--- src/rtl/spw_pkg.sv ---
// Shared SpaceWire transmit constants: control codes, character lengths,
// the N-char layout and the character transmitter state encoding.
package spw_pkg;

  localparam logic [1:0] CTRL_FCT = 2'b00;
  localparam logic [1:0] CTRL_EOP = 2'b01;
  localparam logic [1:0] CTRL_EEP = 2'b10;
  localparam logic [1:0] CTRL_ESC = 2'b11;

  localparam logic [3:0] CTRL_LEN = 4'd4;
  localparam logic [3:0] DATA_LEN = 4'd10;

  typedef struct packed {
    logic       ctrl;
    logic [7:0] bits;
  } nchar_t;

  typedef enum logic [1:0] {
    ST_OFF,
    ST_SEND,
    ST_ESC2
  } tx_state_e;

endpackage

--- src/rtl/spw_ds_encoder.sv ---
// Data-strobe line encoder: D follows the bit, S toggles whenever D repeats,
// so D^S changes on every emitted bit. Cleared by reset or a disabled link.
module spw_ds_encoder (
  input  logic clk,
  input  logic rst,
  input  logic en,
  input  logic valid,
  input  logic tx_bit,
  output logic data,
  output logic strobe
);

  always_ff @(posedge clk or posedge rst) begin
    if (rst) begin
      data   <= 1'b0;
      strobe <= 1'b0;
    end else if (!en) begin
      data   <= 1'b0;
      strobe <= 1'b0;
    end else if (valid) begin
      data   <= tx_bit;
      strobe <= (tx_bit == data) ? ~strobe : strobe;
    end
  end

endmodule

--- src/rtl/spw_char_tx.sv ---
// SpaceWire character transmitter: time-code / FCT / N-char / NULL serialiser.
// Optional time-code port and top-priority time-code path: SPW_TIME_CODE_EN.
module spw_char_tx
  import spw_pkg::*;
(
  input  logic       tx_clk,
  input  logic       rst,
  input  logic       en,
  input  logic       fct_req,
  output logic       fct_ack,
  input  logic       char_valid,
  output logic       char_ready,
  input  logic [8:0] char_data,
`ifdef SPW_TIME_CODE_EN
  input  logic       tc_valid,
  output logic       tc_ready,
  input  logic [7:0] tc_data,
`endif
  output logic       data,
  output logic       strobe
);

  tx_state_e  state;
  logic [9:0] shreg;
  logic [3:0] cnt;
  logic       hist;
  logic       first;
  logic       esc_tc;
  logic [7:0] tc_buf;

  logic       tc_v;
  logic [7:0] tc_d;
  logic       load, arb, win_tc, win_fct, win_chr;
  logic       esc_load, flag, par, tx_bit, shift_en;
  logic [7:0] payload;
  logic [3:0] len;
  nchar_t     nc;

`ifdef SPW_TIME_CODE_EN
  assign tc_v     = tc_valid;
  assign tc_d     = tc_data;
  assign tc_ready = win_tc;
`else
  assign tc_v = 1'b0;
  assign tc_d = '0;
`endif

  assign nc       = char_data;
  assign load     = en && (state != ST_OFF) && (cnt == '0);
  // Sources only compete outside the forced ESC second half and the initial NULL
  assign arb      = load && (state == ST_SEND) && !first;
  assign win_tc   = arb && tc_v;
  assign win_fct  = arb && !tc_v && fct_req;
  assign win_chr  = arb && !tc_v && !fct_req && char_valid;
  assign fct_ack    = win_fct;
  assign char_ready = win_chr;
  assign shift_en   = en && (state != ST_OFF);

  always_comb begin
    flag     = 1'b1;
    payload  = {6'b0, CTRL_ESC};
    len      = CTRL_LEN;
    esc_load = 1'b0;
    if (state == ST_ESC2) begin
      if (esc_tc) begin
        flag    = 1'b0;
        payload = tc_buf;
        len     = DATA_LEN;
      end else begin
        payload = {6'b0, CTRL_FCT};
      end
    end else if (win_fct) begin
      payload = {6'b0, CTRL_FCT};
    end else if (win_chr) begin
      if (nc.ctrl) begin
        payload = {6'b0, (nc.bits[1:0] == CTRL_EOP) ? CTRL_EOP : CTRL_EEP};
      end else begin
        flag    = 1'b0;
        payload = nc.bits;
        len     = DATA_LEN;
      end
    end else begin
      esc_load = 1'b1;
    end
    par    = ~(flag ^ hist);
    tx_bit = load ? par : shreg[0];
  end

  always_ff @(posedge tx_clk or posedge rst) begin
    if (rst) begin
      state  <= ST_OFF;
      shreg  <= '0;
      cnt    <= '0;
      hist   <= 1'b0;
      first  <= 1'b0;
      esc_tc <= 1'b0;
      tc_buf <= '0;
    end else if (!en) begin
      state  <= ST_OFF;
      shreg  <= '0;
      cnt    <= '0;
      hist   <= 1'b0;
      first  <= 1'b0;
      esc_tc <= 1'b0;
    end else if (state == ST_OFF) begin
      state <= ST_SEND;
      first <= 1'b1;
      cnt   <= '0;
    end else if (cnt == '0) begin
      // P goes straight to the line; shreg keeps flag + payload for later cycles
      shreg <= {1'b0, payload, flag};
      cnt   <= len - 4'd1;
      hist  <= ^payload;
      first <= 1'b0;
      if (state == ST_ESC2) begin
        state <= ST_SEND;
      end else if (esc_load) begin
        state  <= ST_ESC2;
        esc_tc <= win_tc;
        if (win_tc) tc_buf <= tc_d;
      end
    end else begin
      shreg <= {1'b0, shreg[9:1]};
      cnt   <= cnt - 4'd1;
    end
  end

  spw_ds_encoder u_enc (
    .clk    (tx_clk),
    .rst    (rst),
    .en     (en),
    .valid  (shift_en),
    .tx_bit (tx_bit),
    .data   (data),
    .strobe (strobe)
  );

endmodule
--- config.mk ---
export PLATFORM = sky130hd
export DESIGN_NAME = spw_char_tx
export DESIGN_NICKNAME = d
export VERILOG_FILES = /design/src/rtl/spw_pkg.sv /design/src/rtl/spw_ds_encoder.sv /design/src/rtl/spw_char_tx.sv
export SDC_FILE = /design/constraint.sdc
export NUM_CORES = 1
export LEC_CHECK = 0
export ABC_AREA = 1
export CORE_MARGIN = 3
export CORE_UTILIZATION = 35
export DETAILED_ROUTE_END_ITERATION = 6
export SLEW_MARGIN = 20
export SYNTH_ARGS = -nofsm -noshare
export SYNTH_HDL_FRONTEND = slang
export SYNTH_SLANG_ARGS = --single-unit
--- constraint.sdc ---
create_clock -name tx_clk -period 1.9 [get_ports tx_clk]
set_input_delay 0.19 -clock tx_clk [delete_from_list [all_inputs] [get_ports tx_clk]]
set_output_delay 0.19 -clock tx_clk [all_outputs]
set_load 0.1 [all_outputs]
Word level (Yosys, flattened, before mapping)
Index checks and enable logic that the tools add are counted.

Output and inout port bits: 4. Bits in registers: 21. Word-level logic and storage cells: 88.

Bitwise gates (word level): 3. $add $sub $neg: 2. Mux-type cells: 46. Equal/unequal tests: 12. Reductions and logical operators: 17.

Operators with widths (number): two-way mux 4 bit (8); two-way mux 8 bit (4); two-way mux 1 bit (25); two-way mux 10 bit (2); two-way mux 2 bit (6); two-way mux 9 bit (1); != test 2 x 1 -> 1 bit (second input constant) (4); XOR reduction 8 bit (1); subtractor 4 x 1 -> 4 bit (second input constant) (2); logical AND 1 bit (7); AND reduction 2 bit (3); == test 2 x 1 -> 1 bit (second input constant) (2); zero test 4 bit (1); != test 2 bit (second input constant) (2); != test 4 x 1 -> 1 bit (second input constant) (1); AND reduction 4 bit (1); != test 3 x 1 -> 1 bit (second input constant) (1); == test 2 bit (second input constant) (1); zero test 1 bit (2); zero test 2 bit (1); NOT 1 bit (2); nonzero test 2 bit (1); == test 1 bit (1); XOR 1 bit (1).

Logic depth before layout (Yosys ltp)
Gate-level depths: netlist of run 1.

Depth after elaboration: 17. Mapped depth: 13. Gate-level depth less buffers: 13.

Modules after synthesis
Synthesis of run 1 repeated with hierarchy kept, for this count alone.

Cell total of the unflattened synthesis: 173. Area total of the unflattened synthesis: 1209.9 µm².

By module, submodules not included: spw_char_tx (area an instance 1096.1 µm², times used 1, sequential area each 425.4 µm², cells an instance 156); spw_ds_encoder (area an instance 113.9 µm², times used 1, sequential area each 50.0 µm², cells an instance 17).

Least setup slack after synthesis of run 1
No wires, ideal clock.

Path kind: flip-flop to flip-flop. Start: register state[0]. End: register u_enc.strobe. Setup slack: -0.144 ns. Setup time: 0.122 ns. Period minus slack after synthesis: 2.044 ns. Path buffers: 0. Cell stages (with the launch flop): 12. Arrival: 1.922 ns. Cell sequence: dfrtp_1 -> nand2_1 -> nor2_4 -> nand3_1 -> nor2_4 -> nand3_1 -> nand3_1 -> nand3_1 -> nand3_1 -> nand2_1 -> nand2_1 -> nand2_1.

Word-level cells in the longest chain between the ends: 16. Elaborated cells between the ends (all ways): 20. Classes of those cells: 5 x eq/ne; 4 x mux; 2 x bitwise; 9 x reduce/logical.

RTL lines: start, declared (line spw_char_tx.sv:23) `tx_state_e state;`; start signal, assigned (line spw_char_tx.sv:91) `state <= ST_OFF;`; start signal, assigned (line spw_char_tx.sv:99) `state <= ST_OFF;`; start signal, assigned (line spw_char_tx.sv:106) `state <= ST_SEND;`; nonzero test 2 bit (line spw_char_tx.sv:49) `assign load = en && (state != ST_OFF) && (cnt == '0);`; logical AND 1 bit (2 in series) (line spw_char_tx.sv:49); logical AND 1 bit * (2 in series) (line spw_char_tx.sv:51) `assign arb = load && (state == ST_SEND) && !first;`; logical AND 1 bit * (2 in series) (line spw_char_tx.sv:54) `assign win_chr = arb && !tc_v && !fct_req && char_valid;`; via char_ready (line spw_char_tx.sv:12) `output logic char_ready,`; two-way mux 1 bit * (line spw_char_tx.sv:74) `end else if (win_chr) begin`; two-way mux 1 bit * (line spw_char_tx.sv:72) `end else if (win_fct) begin`; two-way mux 1 bit * (line spw_char_tx.sv:64) `if (state == ST_ESC2) begin`; XOR 1 bit * (line spw_char_tx.sv:85) `par = ~(flag ^ hist);`; NOT 1 bit * (line spw_char_tx.sv:85); two-way mux 1 bit * (line spw_char_tx.sv:86) `tx_bit = load ? par : shreg[0];`; == test 1 bit * (line spw_ds_encoder.sv:22) `strobe <= (tx_bit == data) ? ~strobe : strobe;`; != test 2 x 1 -> 1 bit (no line) *; AND reduction 2 bit (no line) *; end signal, assigned (line spw_ds_encoder.sv:22); end, declared (line spw_ds_encoder.sv:10) `output logic strobe`.

The timed path passes the listed nets; every way through them passes the cells marked *. A chain may end at the register's enable or synchronous reset.

Worst setup path after layout of run 1
Start: register cnt[3]. End: output port fct_ack.

Word-level cells in the longest chain between the ends: 5.

RTL lines: start, declared (line spw_char_tx.sv:25) `logic [3:0] cnt;`; start signal, assigned (line spw_char_tx.sv:112) `cnt <= len - 4'd1;`; start signal, assigned (line spw_char_tx.sv:124) `cnt <= cnt - 4'd1;`; zero test 4 bit (line spw_char_tx.sv:49); logical AND 1 bit (line spw_char_tx.sv:49); logical AND 1 bit (2 in series) (line spw_char_tx.sv:51); logical AND 1 bit (line spw_char_tx.sv:53) `assign win_fct = arb && !tc_v && fct_req;`; end, declared (line spw_char_tx.sv:10) `output logic fct_ack,`.

No other way between the ends.

==> out/qor.txt, run 1 <==
Clock slew at reported path FFs: 0.11 ns
Post-Synth Simple-Gate Area: 35.7%
Most numerous cell on the critical path: buf_4
Slowest cell on the critical path: dfrtp_1
First-pass GRT wire length: 5.07 mm
Critical Path Source Type: register
Critical Path AT: 1.64 ns
Root Buffer: clkbuf_4
Run status: completed
Die Span Y: 65.6 um
CP max stage delay: 0.42 ns
Area of the multi-input gates: 638 sq um
Layout cell share with drive strength beyond 1: 29.3%
Post-Synth Adder-Cell Area: 1.01%
Pre-antenna DRT Iters: 3
DIE WIDTH: 65.6 um
Max-cap violations: 0
Initial DRC count: 46
Total Routed Length: 2.83 mm
Post-route ant nets: 0
Core Footprint: 0.00339 sq mm
CP top delay family: buffers and inverters
# fillers: 332
Max-slew violations: 0
H-tree levels: 1
Synth Register Bits: 19
VDD IR max: 0.493 mV
Cell count after synthesis: 163
Reg-to-reg startpoint: cnt[3]$_DFF_PP0_
Final nets: 221
Starting Density: 36.7%
# rows: 21
Initial antenna violation count: 0
Clock Skews: 0.00950 ns
Final Non-Filler Cells: 251
Dpl hpwl: 2.32 mm
Cells after DPL: 241
Final Instance Area: 0.00170 sq mm
Leakage: 0.845 nW
Synth Warn #: 0
Sequential share of the synthesized area: 38.2%
Yosys cell types: 28
Pin count of the biggest net entering global routing: 12
DRC viols: 0
Placed Area: 0.00161 sq mm
Vias/cell: 4.63
Hold Crit Class: input port to async pin
Crit-path cells: nor2_2 -> nand2_2 -> nor2_8 -> buf_4 -> nand3_2 -> buf_4 -> inv_2 -> buf_12
Tightest Pin Transition: 0.377 ns
Slew margin rel.: 74.8%
Syn nets: 178
CP Capture Type: output pin
Power Dens Cells: 1060 mW/mm^2
Cts bufs inserted: 3
Crit path from: cnt[3]$_DFF_PP0_
Combinational family with the most area after synthesis: simple AND/OR/NAND/NOR gates
Setup Viol. Count Final: 0
PortBufs: 17
CP bufs+invs: 4
Ant diodes: 0
Post-synthesis xor/xnor area fraction: 1.41%
Fmax: 0.547 GHz
Avg Inst Size Synth: 7.63 sq um
Routability Congestion: 0.784
Total GRT Usage: 15.3%
Crit path time final: 1.83 ns
Area growth, synth to finish: 36.4%
Clk buf depth: 2
Required @ worst endpoint: 1.71 ns
Die area: 0.00430 sq mm
Synthesized area: 0.00124 sq mm
Final Hold Viols: 0
Sink Count: 19
CTS tree: done
Vias in the first global route: 1218
Clock latency at the later pin of the worst-skew pair: 0.29 ns
Remaining Overflow, GRT: 0
I/O pin total: 18
Mux share of post-synthesis cell area: 0%
Synth Area in Compound Gates: 11.2%
Final Cycle Share: 96.2%
RSZ-0062 raised after global routing: false
Crit-path max FO: 7
Register Area: 477 sq um
CP Class: register to output pin
Vias: 1161
WL/cell: 11.3 um
## cell usage after synthesis (all sizes together)
| library cell | count | share of area, % |
|---|---|---|
| a21oi | 6 | 2.4 |
| nand2 | 32 | 11 |
| nand3b | 1 | 0.91 |
| clkbuf | 1 | 0.30 |
| dfrtp | 19 | 38 |
| o22ai | 2 | 1.0 |
| nand4 | 2 | 2.2 |
| xnor2 | 1 | 0.70 |
| o221ai | 5 | 3.5 |
| nor2 | 17 | 8.0 |
| clkinv | 2 | 0.70 |
| xor2 | 1 | 0.70 |
| buf | 1 | 1.2 |
| inv | 34 | 10 |
| o31ai | 1 | 0.60 |
| o211ai | 2 | 1.2 |
| o21ai | 6 | 2.4 |
| nand3 | 29 | 13 |
| ha | 1 | 1.0 |
## kinds of logic after synthesis
logic type / Yosys count
AO/OA/AOI/OAI: 22
AND/OR/NAND/NOR: 81
buffers and inverters: 38
flip-flops: 19
adder cells (fa/ha/maj): 1
XOR/XNOR: 2
## layer usage
| layer | wire length, um | global-route usage, % | vias up |
|---|---|---|---|
| met5 | 0 | 0 | - |
| met4 | 8 | 1.55 | 0 |
| met3 | 77 | 3.59 | 2 |
| met2 | 1550 | 29.7 | 11 |
| met1 | 1200 | 17.4 | 539 |
| li1 | - | - | 609 |
## worst paths after layout
| kind | cells past startpoint | endpoint | slack (ns) |
|---|---|---|---|
| max | 8 | fct_ack | 0.07 |
| min | 2 | cnt[1]$_DFF_PP0_ | 0.16 |
| max reg2reg | 11 | hist$_DFFE_PP0P_ | 0.15 |
| min reg2reg | 1 | cnt[0]$_DFF_PP0_ | 0.45 |
| max in group asynchronous | 3 | state[0]$_DFFE_PP0P_ | 1.30 |
| min in group tx_clk | 1 | cnt[0]$_DFF_PP0_ | 0.45 |
## placed cells by master, fill, tap and decap left out, drive strengths merged, types with 2 or more instances in the layout
cell type / synthesis / final
nand3: 29 / 29
dfrtp: 19 / 19
nand2: 32 / 32
clkdlybuf4s50: 0 / 13
o22ai: 2 / 2
buf: 1 / 27
inv: 34 / 35
o21ai: 6 / 6
nor2: 17 / 17
a21oi: 6 / 6
clkbuf: 1 / 4
nand4: 2 / 2
o211ai: 2 / 2
o221ai: 5 / 5
## registers in the layout (all words and copies together) (netlist names)
signal        count
cnt               4
u_enc.data        1
hist              1
u_enc.strobe      1
first             1
state             2
shreg             9
## layout make-up
cell class,count,share of cell area [%]
clock buffer,4,1.55
timing repair buffer,40,21.1
multi-input combinational,106,37.6
tap,46,3.39
sequential,19,28.1
inverter,36,8.26
## metrics by stage
step	setup slack, ns	hold WS (ns)	TNS [ns]	power [mW]	utilization [%]
floorplan	-0.124	0.141	-0.193	1.23	-
global placement	0.0185	0.434	0	1.48	47.6
detailed placement	-0.0252	0.441	-0.0252	1.50	47.6
CTS	0.0356	0.175	0	1.81	49.9
global route	0.000623	0.184	0	1.95	50.1
finish	0.0723	0.155	0	1.80	50.1
## report_power, final
| group | leakage [nW] | switching, mW | internal [mW] |
|---|---|---|---|
| sequential | 0.255 | 0.0641 | 0.499 |
| clock | 0.0150 | 0.121 | 0.0816 |
| combinational | 0.575 | 0.646 | 0.390 |
| total | 0.845 | 0.831 | 0.971 |
## what timing repair did
| action | CTS | global route |
|---|---|---|
| gates resized for setup | 2 | 4 |
| hold buffers | 0 | 0 |
| pin swaps | 2 | 2 |
| setup buffers | 6 | 0 |
| endpoints found under the setup margin | 1 | 4 |
| gates cloned | 0 | 0 |
Power figures use the tool's default switching activity.
==> run 2: changes to the inputs <==
--- a/config.mk
+++ b/config.mk
@@ -7,7 +7,7 @@
 export LEC_CHECK = 0
 export ABC_AREA = 1
 export CORE_MARGIN = 3
-export CORE_UTILIZATION = 35
+export CORE_UTILIZATION = 25
 export DETAILED_ROUTE_END_ITERATION = 6
 export SLEW_MARGIN = 20
 export SYNTH_ARGS = -nofsm -noshare
==> out/qor.txt, run 2 (synthesis results as in run 1) <==
CP Class: register to output pin
Clock Skews: 0.00673 ns
Fmax: 0.566 GHz
Clock slew at reported path FFs: 0.07 ns
Cts bufs inserted: 3
Dpl hpwl: 2.26 mm
Sink Count: 19
Final Cycle Share: 93.0%
Initial DRC count: 50
Hold Buf Count CTS: 0
Switch share: 45.4%
Critical Path Source Type: register
Die Span Y: 76.5 um
Max-cap violations: 0
WL/cell: 10.5 um
PortBufs: 17
Clock network power share: 15.4%
DRC viols: 0
Vias/cell: 4.26
Final Instance Area: 0.00170 sq mm
Pin count of the biggest net entering global routing: 20
Reg-to-reg startpoint: cnt[2]$_DFF_PP0_
Required @ worst endpoint: 1.71 ns
Root Buffer: clkbuf_8
Crit-path max FO: 4
Sequential share of power: 32.0%
Layout cell share with drive strength beyond 1: 27.1%
Ant diodes: 0
Total Routed Length: 2.78 mm
Hold Crit Class: input port to async pin
CP Capture Type: output pin
Total GRT Usage: 10.3%
Combinational power share: 52.5%
Cells after DPL: 260
Critical Path AT: 1.58 ns
Placed Area: 0.00163 sq mm
Starting Density: 26.2%
Vias in the first global route: 1134
DIE WIDTH: 76.5 um
Power Dens Cells: 1080 mW/mm^2
Final Hold Viols: 0
Commonest non-fill, non-tap cell in the layout: inv_1
H-tree levels: 1
Final Non-Filler Cells: 266
Tightest Pin Transition: 0.373 ns
Area growth, synth to finish: 36.4%
CTS tree: done
Vias: 1134
Leakage: 0.824 nW
Pre-antenna DRT Iters: 4
Max-slew violations: 0
Crit path time final: 1.77 ns
Top reg by flops: shreg
Routability Congestion: 0.827
Setup Viol. Count Final: 0
Leading cell types in the layout, fill and taps excluded: 31 x inv_1, 24 x nand2_1, 23 x nand3_1
Post-route ant nets: 0
Number of flip-flops in the largest register: 9
Final nets: 215
Initial antenna violation count: 0
Biggest regs: shreg (9), cnt (4), state (2)
Internal: 0.997 mW
Core Footprint: 0.00475 sq mm
Clk buf depth: 2
Switching Power: 0.829 mW
Remaining Overflow, GRT: 0
I/O pin total: 18
VDD IR max: 0.354 mV
Crit path from: cnt[0]$_DFF_PP0_
RSZ-0062 raised after global routing: false
Slew margin rel.: 75.1%
# rows: 25
First-pass GRT wire length: 5.00 mm
Run status: completed
Die area: 0.00586 sq mm
# fillers: 524
Clock latency at the later pin of the worst-skew pair: 0.25 ns
==> run 2: area by class of cell <==
class                   count  area, sq um  share of cell area, %
clock buffers               4         45.0                   2.65
flip-flops and latches     19          477                   28.1
inverters                  36          136                   8.04
repair buffers             34          317                   18.7
multi-input cells         106          638                   37.6
well taps                  67         83.8                   4.94
==> run 2: what timing repair did <==
item	4_1_cts	5_1_grt
resized for setup	1	4
setup endpoints to repair	1	1
gates cloned	0	0
setup buffers	0	3
pin swaps	1	4
==> run 2: final timing paths <==
| kind | slack (ns) | to | cells after the start |
|---|---|---|---|
| hold reg to reg | 0.49 | cnt[0]$_DFF_PP0_ | 1 |
| max in group asynchronous | 1.43 | state[0]$_DFFE_PP0P_ | 3 |
| setup reg to reg | 0.18 | hist$_DFFE_PP0P_ | 11 |
| setup / recovery | 0.13 | char_ready | 7 |
| min in group tx_clk | 0.49 | cnt[0]$_DFF_PP0_ | 1 |
| hold / removal | 0.25 | shreg[2]$_DFFE_PP0N_ | 3 |
==> run 2: layer usage <==
layer  vias to the layer above  wire (um)  track usage, %
met5                         -          0               0
met4                         0         18            1.09
met3                         2         96            3.07
met2                        17       1270            17.5
met1                       514       1400            13.5
li1                        601          -               -
==> run 2: stage by stage <==
| stage | TNS, ns | utilization, % | power [mW] | worst slack, ns | hold WS, ns |
|---|---|---|---|---|---|
| 6_report | 0 | 35.7 | 1.83 | 0.132 | 0.253 |
| 4_1_cts | 0 | 35.2 | 1.81 | 0.00137 | 0.259 |
| 3_3_place_gp | 0 | 34.2 | 1.50 | 0.0265 | 0.440 |
| 5_1_grt | 0 | 35.7 | 1.99 | 0.00906 | 0.289 |
| 2_1_floorplan | -0.193 | - | 1.23 | -0.124 | 0.141 |
| 3_5_place_dp | 0 | 34.2 | 1.51 | 0.00670 | 0.446 |
==> run 2: critical path: stages, from the launching register on <==
cell and delay, ns:
dfrtp_1 0.41, inv_1 0.08, nand2_1 0.08, nor2_2 0.17, nand3_2 0.11, nor2_4 0.16
buf_4 0.14, buf_12 0.16
==> run 2: power by group through the flow <==
stage | logic (mW) | clock network, mW | registers (mW)
finish | 0.959 | 0.282 | 0.585
global route | 1.07 | 0.316 | 0.604
CTS | 0.935 | 0.291 | 0.582
detailed placement | 0.924 | 0 | 0.590
global placement | 0.912 | 0 | 0.590
floorplan | 0.534 | 0 | 0.695
